File: config.mk
export PLATFORM = sky130hd
export DESIGN_NAME = hack_cpu_ctrl_flat
export DESIGN_NICKNAME = d
export VERILOG_FILES = /design/src/rtl/hack_cpu_ctrl_if.sv /design/src/rtl/hack_cpu_ctrl.sv /design/src/flat_wrapper.sv
export SDC_FILE = /design/constraint.sdc
export NUM_CORES = 1
export LEC_CHECK = 0
export CELL_PAD_IN_SITES_DETAIL_PLACEMENT = 0
export CELL_PAD_IN_SITES_GLOBAL_PLACEMENT = 1
export CORE_UTILIZATION = 41
export CTS_BUF_LIST = sky130_fd_sc_hd__clkbuf_2 sky130_fd_sc_hd__clkbuf_4 sky130_fd_sc_hd__clkbuf_8
export CTS_CLUSTER_DIAMETER = 150
export DETAILED_ROUTE_END_ITERATION = 12
export HOLD_SLACK_MARGIN = 0.08
export PLACE_DENSITY = 0.92
export SLEW_MARGIN = 0
export SYNTH_ARGS = -nofsm -noshare
export SYNTH_HDL_FRONTEND = slang
export SYNTH_SLANG_ARGS = --single-unit
File: constraint.sdc
create_clock -name clk_i -period 2.42 [get_ports clk_i]
set_input_delay 0.363 -clock clk_i [delete_from_list [all_inputs] [get_ports clk_i]]
set_output_delay 0.363 -clock clk_i [all_outputs]
set_load 0.005 [all_outputs]
File: src/rtl/hack_cpu_ctrl_if.sv
// Hack control unit bus: instruction fetch, ALU flags, datapath controls.
// master = control unit side, slave = ROM/datapath side.
interface hack_cpu_ctrl_if #(
    parameter int WIDTH = 16,
    parameter int CNT_W = 32
);
    logic [WIDTH-1:0] instr_i;
    logic             instr_valid_i;
    logic             zr_i;
    logic             ng_i;
    logic             fetch_req_o;
    logic             pc_rst_o;
    logic             pc_load_o;
    logic             pc_inc_o;
    logic             a_load_o;
    logic             a_sel_o;
    logic             d_load_o;
    logic             m_write_o;
    logic             am_sel_o;
    logic             zx_o;
    logic             nx_o;
    logic             zy_o;
    logic             ny_o;
    logic             f_o;
    logic             no_o;
    logic [CNT_W-1:0] retired_o;
`ifdef HACK_CTRL_HALT_EN
    logic             halt_i;
    logic             halted_o;
`endif

    modport master (
        input  instr_i, instr_valid_i, zr_i, ng_i,
`ifdef HACK_CTRL_HALT_EN
        input  halt_i,
        output halted_o,
`endif
        output fetch_req_o, pc_rst_o, pc_load_o, pc_inc_o,
        output a_load_o, a_sel_o, d_load_o, m_write_o, am_sel_o,
        output zx_o, nx_o, zy_o, ny_o, f_o, no_o,
        output retired_o
    );

    modport slave (
        output instr_i, instr_valid_i, zr_i, ng_i,
`ifdef HACK_CTRL_HALT_EN
        output halt_i,
        input  halted_o,
`endif
        input  fetch_req_o, pc_rst_o, pc_load_o, pc_inc_o,
        input  a_load_o, a_sel_o, d_load_o, m_write_o, am_sel_o,
        input  zx_o, nx_o, zy_o, ny_o, f_o, no_o,
        input  retired_o
    );
endinterface

File: src/rtl/hack_cpu_ctrl.sv
// Multi-cycle Hack control unit: RST -> FETCH -> DECODE -> EXEC -> FETCH.
// Ports: clk_i, rst_ni (async, active low), bus (hack_cpu_ctrl_if.master).
// Optional HACK_CTRL_HALT_EN adds halt_i/halted_o and a HALT state.
module hack_cpu_ctrl #(
    parameter int WIDTH = 16,
    parameter int CNT_W = 32
) (
    input  logic                  clk_i,
    input  logic                  rst_ni,
    hack_cpu_ctrl_if.master       bus
);

    typedef enum logic [2:0] {
        S_RST    = 3'd0,
        S_FETCH  = 3'd1,
        S_DECODE = 3'd2,
        S_EXEC   = 3'd3
`ifdef HACK_CTRL_HALT_EN
        ,S_HALT  = 3'd4
`endif
    } state_t;

    state_t           state_q, state_d;
    logic [WIDTH-1:0] ir_q;
    logic [CNT_W-1:0] ret_q;

    logic is_c;
    logic take;
    logic fetch_req, pc_rst, pc_load, pc_inc;
    logic a_load, a_sel, d_load, m_write, am_sel;
    logic [5:0] alu;
    logic halt_req;

    // ir[14:13] carry no meaning in a C-instruction
    logic unused_ir;
    assign unused_ir = ^ir_q[14:13];

`ifdef HACK_CTRL_HALT_EN
    assign halt_req = bus.halt_i;
`else
    assign halt_req = 1'b0;
`endif

    assign is_c = ir_q[15];
    assign take = (ir_q[2] & bus.ng_i)
                | (ir_q[1] & bus.zr_i)
                | (ir_q[0] & ~bus.ng_i & ~bus.zr_i);

    always_ff @(posedge clk_i or negedge rst_ni) begin
        if (!rst_ni) begin
            state_q <= S_RST;
        end else begin
            state_q <= state_d;
        end
    end

    always_ff @(posedge clk_i or negedge rst_ni) begin
        if (!rst_ni) begin
            ir_q  <= '0;
            ret_q <= '0;
        end else begin
            if (state_q == S_FETCH && bus.instr_valid_i && !halt_req)
                ir_q <= bus.instr_i;
            if (state_q == S_EXEC)
                ret_q <= ret_q + 1'b1;
        end
    end

    always_comb begin
        state_d = state_q;
        unique case (state_q)
            S_RST:    state_d = S_FETCH;
            S_FETCH: begin
                if (halt_req) begin
`ifdef HACK_CTRL_HALT_EN
                    state_d = S_HALT;
`endif
                end else if (bus.instr_valid_i) begin
                    state_d = S_DECODE;
                end
            end
            S_DECODE: state_d = S_EXEC;
            S_EXEC:   state_d = S_FETCH;
`ifdef HACK_CTRL_HALT_EN
            S_HALT: begin
                if (!halt_req)
                    state_d = S_FETCH;
            end
`endif
            default:  state_d = S_RST;
        endcase
    end

    always_comb begin
        fetch_req = 1'b0;
        pc_rst    = 1'b0;
        pc_load   = 1'b0;
        pc_inc    = 1'b0;
        a_load    = 1'b0;
        a_sel     = 1'b0;
        d_load    = 1'b0;
        m_write   = 1'b0;
        am_sel    = 1'b0;
        alu       = 6'b0;
        unique case (state_q)
            S_RST:   pc_rst = 1'b1;
            S_FETCH: fetch_req = 1'b1;
            S_DECODE: begin
                if (is_c) begin
                    am_sel = ir_q[12];
                    alu    = ir_q[11:6];
                end
            end
            S_EXEC: begin
                if (is_c) begin
                    am_sel  = ir_q[12];
                    alu     = ir_q[11:6];
                    a_load  = ir_q[5];
                    a_sel   = ir_q[5];
                    d_load  = ir_q[4];
                    m_write = ir_q[3];
                    pc_load = take;
                    pc_inc  = ~take;
                end else begin
                    a_load = 1'b1;
                    pc_inc = 1'b1;
                end
            end
            default: ;
        endcase
    end

    assign bus.fetch_req_o = fetch_req;
    assign bus.pc_rst_o    = pc_rst;
    assign bus.pc_load_o   = pc_load;
    assign bus.pc_inc_o    = pc_inc;
    assign bus.a_load_o    = a_load;
    assign bus.a_sel_o     = a_sel;
    assign bus.d_load_o    = d_load;
    assign bus.m_write_o   = m_write;
    assign bus.am_sel_o    = am_sel;
    assign bus.zx_o        = alu[5];
    assign bus.nx_o        = alu[4];
    assign bus.zy_o        = alu[3];
    assign bus.ny_o        = alu[2];
    assign bus.f_o         = alu[1];
    assign bus.no_o        = alu[0];
    assign bus.retired_o   = ret_q;
`ifdef HACK_CTRL_HALT_EN
    assign bus.halted_o    = (state_q == S_HALT);
`endif

endmodule

File: src/flat_wrapper.sv
// flat-port wrapper written by rule: the top's interface ports become plain ports
module hack_cpu_ctrl_flat 
#(
    parameter int WIDTH = 16,
    parameter int CNT_W = 32
)
  (clk_i, rst_ni, bus_instr_i, bus_instr_valid_i, bus_zr_i, bus_ng_i, bus_fetch_req_o, bus_pc_rst_o, bus_pc_load_o, bus_pc_inc_o, bus_a_load_o, bus_a_sel_o, bus_d_load_o, bus_m_write_o, bus_am_sel_o, bus_zx_o, bus_nx_o, bus_zy_o, bus_ny_o, bus_f_o, bus_no_o, bus_retired_o);
  hack_cpu_ctrl_if #(.WIDTH(WIDTH), .CNT_W(CNT_W)) bus_i ();
  input  logic clk_i;
  input  logic rst_ni;
  input wire logic [$bits(bus_i.instr_i)-1:0] bus_instr_i;
  input wire logic [$bits(bus_i.instr_valid_i)-1:0] bus_instr_valid_i;
  input wire logic [$bits(bus_i.zr_i)-1:0] bus_zr_i;
  input wire logic [$bits(bus_i.ng_i)-1:0] bus_ng_i;
  output wire logic [$bits(bus_i.fetch_req_o)-1:0] bus_fetch_req_o;
  output wire logic [$bits(bus_i.pc_rst_o)-1:0] bus_pc_rst_o;
  output wire logic [$bits(bus_i.pc_load_o)-1:0] bus_pc_load_o;
  output wire logic [$bits(bus_i.pc_inc_o)-1:0] bus_pc_inc_o;
  output wire logic [$bits(bus_i.a_load_o)-1:0] bus_a_load_o;
  output wire logic [$bits(bus_i.a_sel_o)-1:0] bus_a_sel_o;
  output wire logic [$bits(bus_i.d_load_o)-1:0] bus_d_load_o;
  output wire logic [$bits(bus_i.m_write_o)-1:0] bus_m_write_o;
  output wire logic [$bits(bus_i.am_sel_o)-1:0] bus_am_sel_o;
  output wire logic [$bits(bus_i.zx_o)-1:0] bus_zx_o;
  output wire logic [$bits(bus_i.nx_o)-1:0] bus_nx_o;
  output wire logic [$bits(bus_i.zy_o)-1:0] bus_zy_o;
  output wire logic [$bits(bus_i.ny_o)-1:0] bus_ny_o;
  output wire logic [$bits(bus_i.f_o)-1:0] bus_f_o;
  output wire logic [$bits(bus_i.no_o)-1:0] bus_no_o;
  output wire logic [$bits(bus_i.retired_o)-1:0] bus_retired_o;
  assign bus_i.instr_i = bus_instr_i;
  assign bus_i.instr_valid_i = bus_instr_valid_i;
  assign bus_i.zr_i = bus_zr_i;
  assign bus_i.ng_i = bus_ng_i;
  assign bus_fetch_req_o = bus_i.fetch_req_o;
  assign bus_pc_rst_o = bus_i.pc_rst_o;
  assign bus_pc_load_o = bus_i.pc_load_o;
  assign bus_pc_inc_o = bus_i.pc_inc_o;
  assign bus_a_load_o = bus_i.a_load_o;
  assign bus_a_sel_o = bus_i.a_sel_o;
  assign bus_d_load_o = bus_i.d_load_o;
  assign bus_m_write_o = bus_i.m_write_o;
  assign bus_am_sel_o = bus_i.am_sel_o;
  assign bus_zx_o = bus_i.zx_o;
  assign bus_nx_o = bus_i.nx_o;
  assign bus_zy_o = bus_i.zy_o;
  assign bus_ny_o = bus_i.ny_o;
  assign bus_f_o = bus_i.f_o;
  assign bus_no_o = bus_i.no_o;
  assign bus_retired_o = bus_i.retired_o;
  hack_cpu_ctrl #(.WIDTH(WIDTH), .CNT_W(CNT_W)) u_core (.clk_i(clk_i), .rst_ni(rst_ni), .bus(bus_i));
endmodule
==> flow_summary.rst, run 1 <==
.. list-table::
   :header-rows: 1

   * - Metric
     - Value
   * - Outcome
     - finished clean
   * - Pin slew with the least headroom to its limit
     - 0.6114 ns
   * - Clk_skew
     - 0.002689 ns
   * - Power per Cell Area
     - 822.5 nW/um2
   * - Clock sink count
     - 48
   * - Setup repair bufs after CTS
     - 0
   * - Number of design rule violations left after detail routing
     - 0
   * - Number of nets with antenna violations after detailed routing
     - 0
   * - I/O pin count
     - 68
   * - Estimated wirelength of the detail-placed design
     - between 3000 and 4000 um
   * - Critical R2R Launch
     - u_core.state_q[0]$_DFFE_PN0P_
   * - Fraction of synthesis flops using an asynchronous set or reset pin
     - 1.000
   * - Stage delay of the slowest cell on the critical path
     - ~0.5 ns
   * - Post-detailed-route wirelength per cell
     - ~14 um
   * - Via count of the first global-routing pass
     - approximately 1600
   * - Total of fill cells in the finished design
     - about 480
   * - FF-to-FF setup slack
     - 0.34 ns
   * - Setup repair after global routing missed its margin
     - no
   * - Remaining global-route overflow
     - 0
   * - Post-synthesis average cell area
     - ~12 um2
   * - Initial antenna violation count
     - 0
   * - Reg-to-reg endpoint
     - u_core.bus.retired_o[26]$_DFFE_PN0P_
   * - Max Cap Viol
     - 0
   * - Endpoint class of the critical path
     - output port
   * - Total iterations of the first detailed-routing run
     - 3
   * - Number of antenna cells inserted
     - 0
   * - Series of cell instances along the critical path
     - ha_1 -> o21a_1 -> and2_1 -> clkdlybuf4s50_1
   * - CTS Root Buffer Type
     - sky130_fd_sc_hd__clkbuf_8
   * - Register area share after synthesis
     - 0.5324
   * - Setup Crit Path Kind
     - reg2out
   * - Core Box Area
     - around 5200 um2
   * - Met3 WL
     - around 210 um
   * - X dimension of the die
     - between 70 and 80 um
   * - Post-Route Setup TNS
     - 0 ns
   * - Critical path startpoint
     - u_core.state_q[0]$_DFFE_PN0P_
   * - Slew Limit Fails
     - 0
   * - Type of origin of the critical path
     - flip-flop
   * - Minimum period implied by the final worst setup slack
     - 2.257 ns
   * - Maximum number of pins on one net before global-route repair
     - 26
   * - Floorplan row count
     - 26
   * - EDFF count, synth
     - 0
   * - Area added between synthesis and finish
     - 37.94%
   * - Gate Count Post-Synth
     - between 150 and 200
   * - Synth Warn #
     - 0
   * - Worst Path Required
     - a little over 2 ns
   * - CTS tree
     - yes
   * - Class of the tightest hold or removal check
     - reg2reg
   * - Synthesized netlist net count
     - approximately 210
   * - Finished layout cell area
     - 3112 um2
   * - Max Buffers Root-to-Sink
     - 2
   * - Depth of the worst register-to-register path
     - 7
   * - Final hold violations
     - 0
   * - Height of the chip
     - about 76 um
   * - Length of routed met2 wiring
     - between 2000 and 2500 um
   * - Clock edge transition at the registers on the reported setup and hold paths
     - approximately 0.08 ns
   * - Top layer reached by signal wires
     - met4
   * - Hold path cells
     - 1
   * - Leak
     - 1.426 nW
   * - Area of the mapped netlist
     - 2256 um2
   * - Synthesized flop and latch total
     - 48
   * - Highest clock rate
     - 0.4430 GHz
   * - Level count of the clock H-tree
     - 2
   * - Period Utilization, post-route
     - 0.9328
   * - Most used flip-flop cell after synthesis
     - sky130_fd_sc_hd__dfrtp_1
   * - Data arrival, critical path
     - roughly 1.9 ns
   * - Final-report setup violation count
     - 0
   * - Die Footprint
     - between 5000 and 6000 um2
   * - Num CTS Buffers
     - 5
   * - Clock latency on the worst-skew pair
     - around 0.3 ns
   * - Weighted congestion reported at the end of routability-driven placement
     - 0.6858
   * - Maximum VDD drop
     - roughly 600 uV
   * - Share of layout cells above drive strength 1
     - 0.1680
   * - Area of placed instances
     - between 3000 and 4000 um2
   * - DRC violation total after the first TritonRoute iteration
     - between 70 and 80
   * - Total routed wire length on the met1 layer
     - about 2000 um
   * - Slowest library cell on the worst path
     - sky130_fd_sc_hd__clkdlybuf4s50_1
   * - Netlist cell types
     - 29
   * - Total number of nets in the final design
     - 281
   * - Total of buffers placed on input and output ports
     - between 60 and 70
   * - Destination of the critical timing path
     - bus_f_o
   * - Ratio of routed vias to standard cells
     - a little under 5
   * - Crit-path max FO
     - 8
   * - Vias post-DR
     - about 1600
   * - Starting density of the core
     - 0.4334
   * - Worst slew slack as a fraction of its limit
     - 0.5924
   * - Global Route Usage Sum
     - 0.1681
   * - Total Routed Length
     - 4438 um
   * - Global-route wire length before repair
     - between 7000 and 8000 um
## where the power goes
part / internal [mW] / switching [mW] / total, mW / leakage (nW)
Clock: 0.228 / 0.263 / 0.492 / 0.0510
Sequential: 0.994 / 0.164 / 1.16 / 0.623
Combinational: 0.571 / 0.338 / 0.910 / 0.752
## layer usage
| metal | track usage | vias to the layer above |
|---|---|---|
| met3 | 0.05749 | 4 |
| met1 | 0.2151 | 782 |
| li1 | - | 764 |
| met2 | 0.2709 | 40 |
| met5 | 0 | - |
| met4 | 0.04808 | 0 |
## sequential cells by signal, indices dropped and copies added (netlist names)
name	flops
u_core.ir_q	14
u_core.bus.retired_o	32
u_core.state_q	2
## stage by stage
step | hold WS, ns | std cells | power, mW | util | setup slack [ns]
floorplan | 0.06741 | 182 | 1.610 | - | 0.8007
global placement | 0.4079 | 317 | 2.058 | 0.5781 | 0.2181
detailed placement | 0.4118 | 317 | 2.101 | 0.5781 | 0.2201
CTS | 0.4843 | 326 | 2.606 | 0.5978 | 0.09224
global route | 0.4970 | 326 | 2.731 | 0.5978 | 0.001165
finish | 0.4763 | 326 | 2.559 | 0.5978 | 0.1626
## cell type report
class | count | area (um2) | area share
multi-input combinational | 125 | 1021 | 0.3281
tap | 70 | 87.58 | 0.02815
clock buffer | 6 | 82.58 | 0.02654
clock inverter | 2 | 10.01 | 0.003217
timing repair buffer | 68 | 683.2 | 0.2195
inverter | 7 | 26.28 | 0.008444
sequential | 48 | 1201 | 0.3860
## cell families after synthesis
logic type      share of synthesized area
compound gates                    0.02219
xor+xnor                           0.1204
fa+ha+maj                         0.02773
buf+inv                           0.01497
flops                              0.5324
mux                               0.07487
simple gates                       0.2074
## cell usage in the layout, fill, tap and decap left out
master and count:
sky130_fd_sc_hd__a221o_1 1, sky130_fd_sc_hd__nand3_1 5, sky130_fd_sc_hd__and2_1 7, sky130_fd_sc_hd__nor2_1 10, sky130_fd_sc_hd__dlygate4sd3_1 1, sky130_fd_sc_hd__nor3_4 2, sky130_fd_sc_hd__nand4_2 2, sky130_fd_sc_hd__buf_12 1
sky130_fd_sc_hd__buf_2 1, sky130_fd_sc_hd__and3_1 7, sky130_fd_sc_hd__nor3_2 6, sky130_fd_sc_hd__mux2_2 15, sky130_fd_sc_hd__xnor2_1 14, sky130_fd_sc_hd__a21boi_0 2, sky130_fd_sc_hd__clkinv_2 2, sky130_fd_sc_hd__nor3b_1 1
sky130_fd_sc_hd__nand4_1 4, sky130_fd_sc_hd__clkbuf_8 6, sky130_fd_sc_hd__buf_4 1, sky130_fd_sc_hd__ha_1 5, sky130_fd_sc_hd__nand3_2 1, sky130_fd_sc_hd__dfrtp_1 48, sky130_fd_sc_hd__o31ai_1 1, sky130_fd_sc_hd__nor4_4 1
sky130_fd_sc_hd__clkdlybuf4s50_1 64, sky130_fd_sc_hd__o21ai_0 2, sky130_fd_sc_hd__inv_1 7, sky130_fd_sc_hd__and4_1 1, sky130_fd_sc_hd__and3_2 2, sky130_fd_sc_hd__nand2_1 15, sky130_fd_sc_hd__nand4_4 1, sky130_fd_sc_hd__o21a_1 1
sky130_fd_sc_hd__xor2_1 17, sky130_fd_sc_hd__nand3_4 2
## what timing repair did
item / in CTS / in global routing
endpoints found under the hold margin: 2 / 0
gates resized for setup: 0 / 0
hold buffers: 1 / 0
endpoints found under the setup margin: 0 / 0
## Yosys cell counts (4+ instances only)
cell	number	area [um2]
sky130_fd_sc_hd__nor3_2	6	60.06
sky130_fd_sc_hd__and3_1	7	43.79
sky130_fd_sc_hd__inv_1	7	26.28
sky130_fd_sc_hd__and2_1	7	43.79
sky130_fd_sc_hd__ha_1	5	62.56
sky130_fd_sc_hd__nand3_1	5	25.02
sky130_fd_sc_hd__mux2_2	15	168.9
sky130_fd_sc_hd__nand2_1	15	56.30
sky130_fd_sc_hd__nand4_1	4	25.02
sky130_fd_sc_hd__dfrtp_1	48	1201
sky130_fd_sc_hd__nor2_1	10	37.54
sky130_fd_sc_hd__xor2_1	17	148.9
sky130_fd_sc_hd__xnor2_1	14	122.6
## worst max-delay path: cells and delay by family (launching register included)
kind                     cells  cell delay (ns)
AO/OA/AOI/OAI                1             0.27
adder cells (fa/ha/maj)      1             0.30
buffers and inverters        1             0.50
flip-flops                   1             0.38
AND/OR/NAND/NOR              1             0.15
## worst min path at each step
stage	to	start
6_report	u_core.bus.retired_o[31]$_DFFE_PN0P_	u_core.bus.retired_o[31]$_DFFE_PN0P_
5_1_grt	u_core.bus.retired_o[31]$_DFFE_PN0P_	u_core.bus.retired_o[31]$_DFFE_PN0P_
4_1_cts	u_core.bus.retired_o[31]$_DFFE_PN0P_	u_core.bus.retired_o[31]$_DFFE_PN0P_
3_5_place_dp	u_core.bus.retired_o[31]$_DFFE_PN0P_	rst_ni
3_3_place_gp	u_core.bus.retired_o[31]$_DFFE_PN0P_	rst_ni
2_1_floorplan	u_core.bus.retired_o[0]$_DFFE_PN0P_	rst_ni
Power figures use the tool's default switching activity.
==> run 2, diff against run 1 <==
- CORE_UTILIZATION: 41 -> 39
- CTS_BUF_LIST: sky130_fd_sc_hd__clkbuf_2 sky130_fd_sc_hd__clkbuf_4 sky130_fd_sc_hd__clkbuf_8 -> not set
- PLACE_DENSITY: 0.92 -> 0.88
==> run 2 against run 1 <==
Against the previous run: worst setup slack worse by 0.0079 ns; sequential power hardly changed; combinational power is 2% lower; critical path depth is 1 higher; global-route usage is 1.9 points lower; sequential cell count stayed put; utilization is 4.0 points lower; largest cell class unchanged; count of clock-buffer cells in the layout is 2 higher; largest power group unchanged; wire length is 6.5% lower; critical endpoint is now bus_pc_inc_o.
==> flow_summary.rst, run 2 (synthesis gave the netlist of run 1 again) <==
.. list-table::
   :header-rows: 1

   * - Metric
     - Value
   * - Outcome
     - finished clean (unchanged)
   * - Leading cell types in the layout, fill and taps excluded
     - sky130_fd_sc_hd__clkdlybuf4s50_1, sky130_fd_sc_hd__dfrtp_1, sky130_fd_sc_hd__xor2_1 (unchanged)
   * - Total iterations of the first detailed-routing run
     - 4 (was 3)
   * - Period Utilization, post-route
     - 0.9361 (was 0.9328)
   * - Height of the chip
     - 78.06 um (was 76.18 um)
   * - Post-Route Setup TNS
     - 0 ns (unchanged)
   * - Switching share of power
     - 0.2908 (was 0.2994)
   * - Minimum period implied by the final worst setup slack
     - 2.265 ns (was 2.257 ns)
   * - Leak
     - 1.412 nW (was 1.426 nW)
   * - Remaining global-route overflow
     - 0 (unchanged)
   * - Clock latency on the worst-skew pair
     - 0.29 ns (was 0.30 ns)
   * - Weighted congestion reported at the end of routability-driven placement
     - 0.6983 (was 0.6858)
   * - CTS tree
     - yes (unchanged)
   * - Crit-path max FO
     - 2 (was 8)
   * - Global Route Usage Sum
     - 0.1487 (was 0.1681)
   * - Clock edge transition at the registers on the reported setup and hold paths
     - 0.09 ns (was 0.08 ns)
   * - Internal power contribution
     - 1.793 mW (about the same)
   * - CTS Root Buffer Type
     - sky130_fd_sc_hd__clkbuf_8 (unchanged)
   * - X dimension of the die
     - 78.06 um (was 76.18 um)
   * - Post-detailed-route wirelength per cell
     - 12.69 um (was 13.61 um)
   * - Endpoint class of the critical path
     - output port (unchanged)
   * - Ratio of routed vias to standard cells
     - 4.758 (was 4.877)
   * - Class of the tightest hold or removal check
     - in2async (was reg2reg)
   * - Max Buffers Root-to-Sink
     - 2 (unchanged)
   * - Power share of the combinational group
     - 0.352 (was 0.355)
   * - Initial antenna violation count
     - 0 (unchanged)
   * - Global-route wire length before repair
     - 7093 um (was 7748 um)
   * - Portion of total power attributed to the clock network
     - 0.190 (was 0.192)
   * - Final hold violations
     - 0 (unchanged)
   * - Slew Limit Fails
     - 0 (unchanged)
   * - Total of buffers placed on input and output ports
     - 65 (unchanged)
   * - Finished layout cell area
     - 3089 um2 (was 3112 um2)
   * - Total number of nets in the final design
     - 280 (was 281)
   * - Setup WS pre-CTS
     - 0.1569 ns (was 0.2201 ns)
   * - Die Footprint
     - 6093 um2 (was 5803 um2)
   * - Worst setup margin
     - 0.1547 ns (was 0.1626 ns)
   * - Clock sink count
     - 48 (unchanged)
   * - Via count of the first global-routing pass
     - 1535 (was 1631)
   * - Maximum VDD drop
     - 564.2 uV (was 596.4 uV)
   * - Max Cap Viol
     - 0 (unchanged)
   * - Vias post-DR
     - 1556 (was 1590)
   * - Setup repair after global routing missed its margin
     - no (unchanged)
   * - Setup repair bufs after CTS
     - 0 (unchanged)
   * - Level count of the clock H-tree
     - 2 (unchanged)
   * - Depth of the worst register-to-register path
     - 7 (unchanged)
   * - Number of nets with antenna violations after detailed routing
     - 0 (unchanged)
   * - Final-report setup violation count
     - 0 (unchanged)
   * - Sum of internal, switching and leakage power
     - 2.528 mW (was 2.559 mW)
   * - Max FFs per register
     - 32 (unchanged)
   * - Number of design rule violations left after detail routing
     - 0 (unchanged)
   * - Maximum number of pins on one net before global-route repair
     - 49 (was 26)
   * - Area added between synthesis and finish
     - 36.94% (was 37.94%)
   * - Data arrival, critical path
     - 1.90 ns (was 1.89 ns)
   * - Pin slew with the least headroom to its limit
     - 0.5937 ns (was 0.6114 ns)
   * - Clk_skew
     - 0.006302 ns (was 0.002689 ns)
   * - Number of antenna cells inserted
     - 0 (unchanged)
   * - Worst Path Required
     - 2.06 ns (about the same)
   * - I/O pin count
     - 68 (unchanged)
   * - DRC violation total after the first TritonRoute iteration
     - 39 (was 74)
   * - Finished Layout Cells
     - 327 (was 326)
   * - Starting density of the core
     - 0.4072 (was 0.4334)
   * - Highest clock rate
     - 0.4414 GHz (was 0.4430 GHz)
   * - Total net switching power
     - 735.2 uW (was 766.2 uW)
   * - Estimated wirelength of the detail-placed design
     - 3040 um (was 3279 um)
   * - Cell total after placement
     - 319 (was 317)
   * - PostCTS Resize Cnt
     - 0 (unchanged)
   * - Type of origin of the critical path
     - primary input (was flip-flop)
   * - Worst hold slack after final layout
     - 0.1479 ns (was 0.4763 ns)
   * - Area of placed instances
     - 2999 um2 (was 3009 um2)
   * - Layout Utilization
     - 0.5576 (was 0.5978)
   * - Total Routed Length
     - 4148 um (was 4438 um)
   * - Quantity of hold-fixing buffers added after cts
     - 0 (was 1)
   * - Flop pwr share
     - 0.458 (was 0.453)
   * - Setup Crit Path Kind
     - in2out (was reg2out)
   * - Power per Cell Area
     - 818.4 nW/um2 (was 822.5 nW/um2)
   * - Core Box Area
     - 5540 um2 (was 5205 um2)
   * - Floorplan row count
     - 27 (was 26)
   * - Share of layout cells above drive strength 1
     - 0.1608 (was 0.1680)
   * - Leading cell type in the layout, fill and taps excluded
     - sky130_fd_sc_hd__clkdlybuf4s50_1 (unchanged)
   * - Num CTS Buffers
     - 5 (unchanged)
   * - Worst slew slack as a fraction of its limit
     - 0.6042 (was 0.5924)
==> run 2: cell count changes in the layout (fill, tap and decap cells not counted) <==
cell / change
sky130_fd_sc_hd__clkbuf_1: +2
sky130_fd_sc_hd__clkinv_2: -2
sky130_fd_sc_hd__buf_12: -1
sky130_fd_sc_hd__dlygate4sd3_1: -1
sky130_fd_sc_hd__buf_4: +1
==> run 2: worst paths after layout <==
kind	start	end	slack, ns
hold / removal	rst_ni	u_core.bus.retired_o[31]$_DFFE_PN0P_	0.15
setup / recovery	bus_ng_i	bus_pc_inc_o	0.15
max in group asynchronous	rst_ni	u_core.bus.retired_o[14]$_DFFE_PN0P_	1.86
min in group clk_i	u_core.bus.retired_o[31]$_DFFE_PN0P_	u_core.bus.retired_o[31]$_DFFE_PN0P_	0.48
hold reg to reg	u_core.bus.retired_o[31]$_DFFE_PN0P_	u_core.bus.retired_o[31]$_DFFE_PN0P_	0.48
setup reg to reg	u_core.state_q[0]$_DFFE_PN0P_	u_core.bus.retired_o[26]$_DFFE_PN0P_	0.39
==> run 2: critical path, stage by stage <==
cell                              delay [ns]
sky130_fd_sc_hd__clkdlybuf4s50_1        0.49
sky130_fd_sc_hd__nor3b_1                0.06
sky130_fd_sc_hd__a221o_1                0.29
sky130_fd_sc_hd__a21boi_0               0.18
sky130_fd_sc_hd__clkdlybuf4s50_1        0.52
==> run 2: layout make-up <==
cell class / instances / area (um2)
fillers: 507 / 2451
flip-flops and latches: 48 / 1201
multi-input cells: 125 / 1021
repair buffers: 67 / 660.6
clock buffers: 8 / 90.09
well taps: 72 / 90.09
inverters: 7 / 26.28
==> run 2: layer usage <==
metal,global-route usage,part of all wire,up-vias
li1,-,-,758
met1,0.1917,0.46,753
met2,0.2439,0.49,41
met3,0.04070,0.045,4
met4,0.04444,0.0092,0
met5,0,0,-
==> run 2: power by group through the flow <==
stage                     Clock [mW]  Sequential, mW  Combinational [mW]
final                          0.479            1.16               0.891
after global routing           0.534            1.19               0.999
after CTS                      0.496            1.16               0.914
after detailed placement           0            1.18               0.906
after global placement             0            1.17               0.896
after floorplan                    0            1.14               0.470
==> run 3, diff against run 2 <==
- ABC_AREA: not set -> 1
- CORE_UTILIZATION: 39 -> 38
- PLACE_DENSITY: 0.88 -> 0.89
- SKIP_CTS_REPAIR_TIMING: not set -> 1
==> run 3 against run 2 <==
Against the previous run: the flow now finishes with violations (design-rule violations); first-iteration DRC count increased to 2.6 times the previous value; via count increased by 45%; critical path depth unchanged; sequential share of layout area decreased by 4.0 points; synthesized cell count increased by 77%; synthesized area increased by 15%; global-route usage increased by 2.7 points.
==> flow_summary.rst, run 3 <==
.. list-table::
   :header-rows: 1

   * - Metric
     - Value
   * - Outcome
     - finished, violations left (was finished clean)
   * - Failing checks
     - design-rule violations
   * - Area added between synthesis and finish
     - 32.36% (was 36.94%)
   * - Area of the mapped netlist
     - 2602 um2 (was 2256 um2)
   * - Netlist cell types
     - 29 (unchanged)
   * - Stage delay of the slowest cell on the critical path
     - 0.52 ns (about the same)
   * - Remaining global-route overflow
     - 0 (unchanged)
   * - Synth Warn #
     - 0 (unchanged)
   * - Max Buffers Root-to-Sink
     - 2 (unchanged)
   * - Setup repair after global routing missed its margin
     - no (unchanged)
   * - Via count of the first global-routing pass
     - 2181 (was 1535)
   * - Area share of the largest cell type after synthesis
     - 0.4615 (was 0.5324)
   * - Post-synth top area cell
     - sky130_fd_sc_hd__dfrtp_1 (unchanged)
   * - CTS Root Buffer Type
     - sky130_fd_sc_hd__clkbuf_8 (unchanged)
   * - Worst Path Required
     - 2.06 ns (about the same)
   * - Area of placed instances
     - 3348 um2 (was 2999 um2)
   * - Clk_skew
     - 0.01048 ns (was 0.006302 ns)
   * - Max FFs per register
     - 32 (unchanged)
   * - X dimension of the die
     - 84.76 um (was 78.06 um)
   * - Synthesized flop and latch total
     - 48 (unchanged)
   * - Post-detailed-route wirelength per cell
     - 12.07 um (was 12.69 um)
   * - Worst hold slack after final layout
     - 0.1588 ns (was 0.1479 ns)
   * - Share of layout cells above drive strength 1
     - 0.09367 (was 0.1608)
   * - Ratio of routed vias to standard cells
     - 4.788 (was 4.758)
   * - Leading cell type in the layout, fill and taps excluded
     - sky130_fd_sc_hd__nand2_1 (was sky130_fd_sc_hd__clkdlybuf4s50_1)
   * - Multi-input logic area
     - 1214 um2 (was 1021 um2)
   * - Vias post-DR
     - 2260 (was 1556)
   * - I/O pin count
     - 68 (unchanged)
   * - Height of the chip
     - 84.76 um (was 78.06 um)
   * - Core Box Area
     - 6495 um2 (was 5540 um2)
   * - Fraction of synthesis flops using an asynchronous set or reset pin
     - 1.000 (unchanged)
   * - Register area share after synthesis
     - 0.4615 (was 0.5324)
   * - Leading post-synthesis cells by cell area
     - sky130_fd_sc_hd__dfrtp_1, sky130_fd_sc_hd__nand2_1, sky130_fd_sc_hd__nor2_1 (was sky130_fd_sc_hd__dfrtp_1, sky130_fd_sc_hd__mux2_2, sky130_fd_sc_hd__xor2_1)
   * - Final hold violations
     - 0 (unchanged)
   * - Leading cell types in the layout, fill and taps excluded
     - sky130_fd_sc_hd__nand2_1, sky130_fd_sc_hd__clkdlybuf4s50_1, sky130_fd_sc_hd__dfrtp_1 (was sky130_fd_sc_hd__clkdlybuf4s50_1, sky130_fd_sc_hd__dfrtp_1, sky130_fd_sc_hd__xor2_1)
   * - Number of nets with antenna violations after detailed routing
     - 0 (unchanged)
   * - Max Cap Viol
     - 0 (unchanged)
   * - Type of origin of the critical path
     - flip-flop (was primary input)
   * - Global-route wire length before repair
     - 9915 um (was 7093 um)
   * - Crit-path max FO
     - 12 (was 2)
   * - Slew Limit Fails
     - 0 (unchanged)
   * - DRC violation total after the first TritonRoute iteration
     - 103 (was 39)
   * - Synthesized netlist net count
     - 348 (was 208)
   * - Minimum period implied by the final worst setup slack
     - 2.213 ns (was 2.265 ns)
   * - Worst slew slack as a fraction of its limit
     - 0.5792 (was 0.6042)
   * - Most used flip-flop cell after synthesis
     - sky130_fd_sc_hd__dfrtp_1 (unchanged)
   * - Gate Count Post-Synth
     - 322 (was 182)
   * - Post-synthesis average cell area
     - 8.082 um2 (was 12.40 um2)
   * - Floorplan row count
     - 29 (was 27)
   * - Endpoint class of the critical path
     - output port (unchanged)
   * - CTS tree
     - yes (unchanged)
   * - Number of design rule violations left after detail routing
     - 2 (was 0)
   * - Total Routed Length
     - 5695 um (was 4148 um)
   * - Num CTS Buffers
     - 5 (unchanged)
   * - Data arrival, critical path
     - 1.85 ns (was 1.90 ns)
   * - Total of fill cells in the finished design
     - 621 (was 507)
   * - Clock edge transition at the registers on the reported setup and hold paths
     - 0.09 ns (about the same)
   * - Number of antenna cells inserted
     - 0 (unchanged)
   * - Estimated wirelength of the detail-placed design
     - 4313 um (was 3040 um)
   * - Series of cell instances along the critical path
     - ha_1 -> buf_4 -> inv_1 -> a21oi_1 -> clkdlybuf4s50_1 (was clkdlybuf4s50_1 -> nor3b_1 -> a221o_1 -> a21boi_0 -> clkdlybuf4s50_1)
   * - Setup Crit Path Kind
     - reg2out (was in2out)
   * - Power per Cell Area
     - 759.8 nW/um2 (was 818.4 nW/um2)
   * - Dominant cell by count in the synthesized netlist
     - sky130_fd_sc_hd__nand2_1 (was sky130_fd_sc_hd__dfrtp_1)
   * - Total of buffers placed on input and output ports
     - 65 (unchanged)
   * - Global Route Usage Sum
     - 0.1755 (was 0.1487)
   * - Maximum number of pins on one net before global-route repair
     - 49 (unchanged)
   * - Period Utilization, post-route
     - 0.9143 (was 0.9361)
   * - Finished layout cell area
     - 3445 um2 (was 3089 um2)
   * - Maximum VDD drop
     - 489.9 uV (was 564.2 uV)
   * - Post-synth top cells
     - sky130_fd_sc_hd__nand2_1, sky130_fd_sc_hd__dfrtp_1, sky130_fd_sc_hd__nor2_1, sky130_fd_sc_hd__inv_1, sky130_fd_sc_hd__nand3_1 (was sky130_fd_sc_hd__dfrtp_1, sky130_fd_sc_hd__xor2_1, sky130_fd_sc_hd__mux2_2, sky130_fd_sc_hd__nand2_1, sky130_fd_sc_hd__xnor2_1)
   * - Level count of the clock H-tree
     - 2 (unchanged)
   * - Leak
     - 1.638 nW (was 1.412 nW)
   * - Register Area
     - 1201 um2 (unchanged)
   * - Clock sink count
     - 48 (unchanged)
   * - Final-report setup violation count
     - 0 (unchanged)
   * - Total iterations of the first detailed-routing run
     - 8 (was 4)
   * - Pin slew with the least headroom to its limit
     - 0.6312 ns (was 0.5937 ns)
   * - Class of the tightest hold or removal check
     - in2async (unchanged)
   * - Initial antenna violation count
     - 0 (unchanged)
   * - Clock latency on the worst-skew pair
     - 0.30 ns (was 0.29 ns)
   * - Highest clock rate
     - 0.4519 GHz (was 0.4414 GHz)
   * - Weighted congestion reported at the end of routability-driven placement
     - 0.7929 (was 0.6983)
   * - Slowest library cell on the worst path
     - sky130_fd_sc_hd__clkdlybuf4s50_1 (unchanged)
   * - EDFF count, synth
     - 0 (unchanged)
   * - Starting density of the core
     - 0.4007 (was 0.4072)
   * - Post-Route Setup TNS
     - 0 ns (unchanged)
   * - Die Footprint
     - 7183 um2 (was 6093 um2)
   * - Total number of nets in the final design
     - 420 (was 280)
## run 3: area by class of cell
cell class | count | share of cell area
Timing Repair Buffer | 68 | 0.1940
Sequential cell | 48 | 0.3487
Clock inverter | 2 | 0.002906
Inverter | 46 | 0.05013
Clock buffer | 6 | 0.02397
Multi-Input combinational cell | 225 | 0.3523
Tap cell | 77 | 0.02797
## run 3: final timing paths
| check | slack (ns) | end | startpoint | cells past startpoint |
|---|---|---|---|---|
| max | 0.21 | bus_a_load_o | u_core.state_q[0]$_DFFE_PN0P_ | 5 |
| min | 0.16 | u_core.bus.retired_o[6]$_DFFE_PN0P_ | rst_ni | 2 |
| max reg2reg | 0.74 | u_core.bus.retired_o[14]$_DFFE_PN0P_ | u_core.state_q[0]$_DFFE_PN0P_ | 9 |
| min reg2reg | 0.52 | u_core.ir_q[8]$_DFFE_PN0P_ | u_core.ir_q[8]$_DFFE_PN0P_ | 2 |
| max in group asynchronous | 1.84 | u_core.state_q[1]$_DFFE_PN0P_ | rst_ni | 2 |
| min in group clk_i | 0.52 | u_core.ir_q[8]$_DFFE_PN0P_ | u_core.ir_q[8]$_DFFE_PN0P_ | 2 |
## run 3: worst max-delay path, delay by kind of cell, from the launching register on
family,cells,cell delay [ns]
buffers and inverters,3,0.83
AO/OA/AOI/OAI,1,0.14
adder cells (fa/ha/maj),1,0.20
flip-flops,1,0.38
## run 3: power by group
part	leakage (nW)	total (mW)	internal, mW	switching (mW)
combinational	0.973	1.00	0.533	0.471
clock	0.0510	0.498	0.229	0.270
sequential	0.614	1.11	0.980	0.135
total	1.64	2.62	1.74	0.875
## run 3: stage by stage
step	power (mW)	setup WS, ns	util	cells
finish	2.617	0.2073	0.5303	472
global route	2.804	0.07367	0.5303	472
CTS	2.648	0.04650	0.5298	472
detailed placement	2.132	0.2885	0.5155	464
global placement	2.107	0.3306	0.5155	464
floorplan	1.621	0.9101	-	322
## run 3: cells by family after synthesis
family / share of synthesized area
adder cells (fa/ha/maj): 0.02404
AND/OR/NAND/NOR: 0.3308
multiplexers: 0.01731
flip-flops: 0.4615
AO/OA/AOI/OAI: 0.03894
buffers and inverters: 0.07356
XOR/XNOR: 0.05384
## run 3: metal layers
| layer | track usage | vias up | wire, um |
|---|---|---|---|
| li1 | - | 1143 | - |
| met3 | 0.05310 | 6 | 358 |
| met2 | 0.2897 | 66 | 2652 |
| met1 | 0.2228 | 1045 | 2617 |
| met5 | 0 | - | 0 |
| met4 | 0.05085 | 0 | 67 |
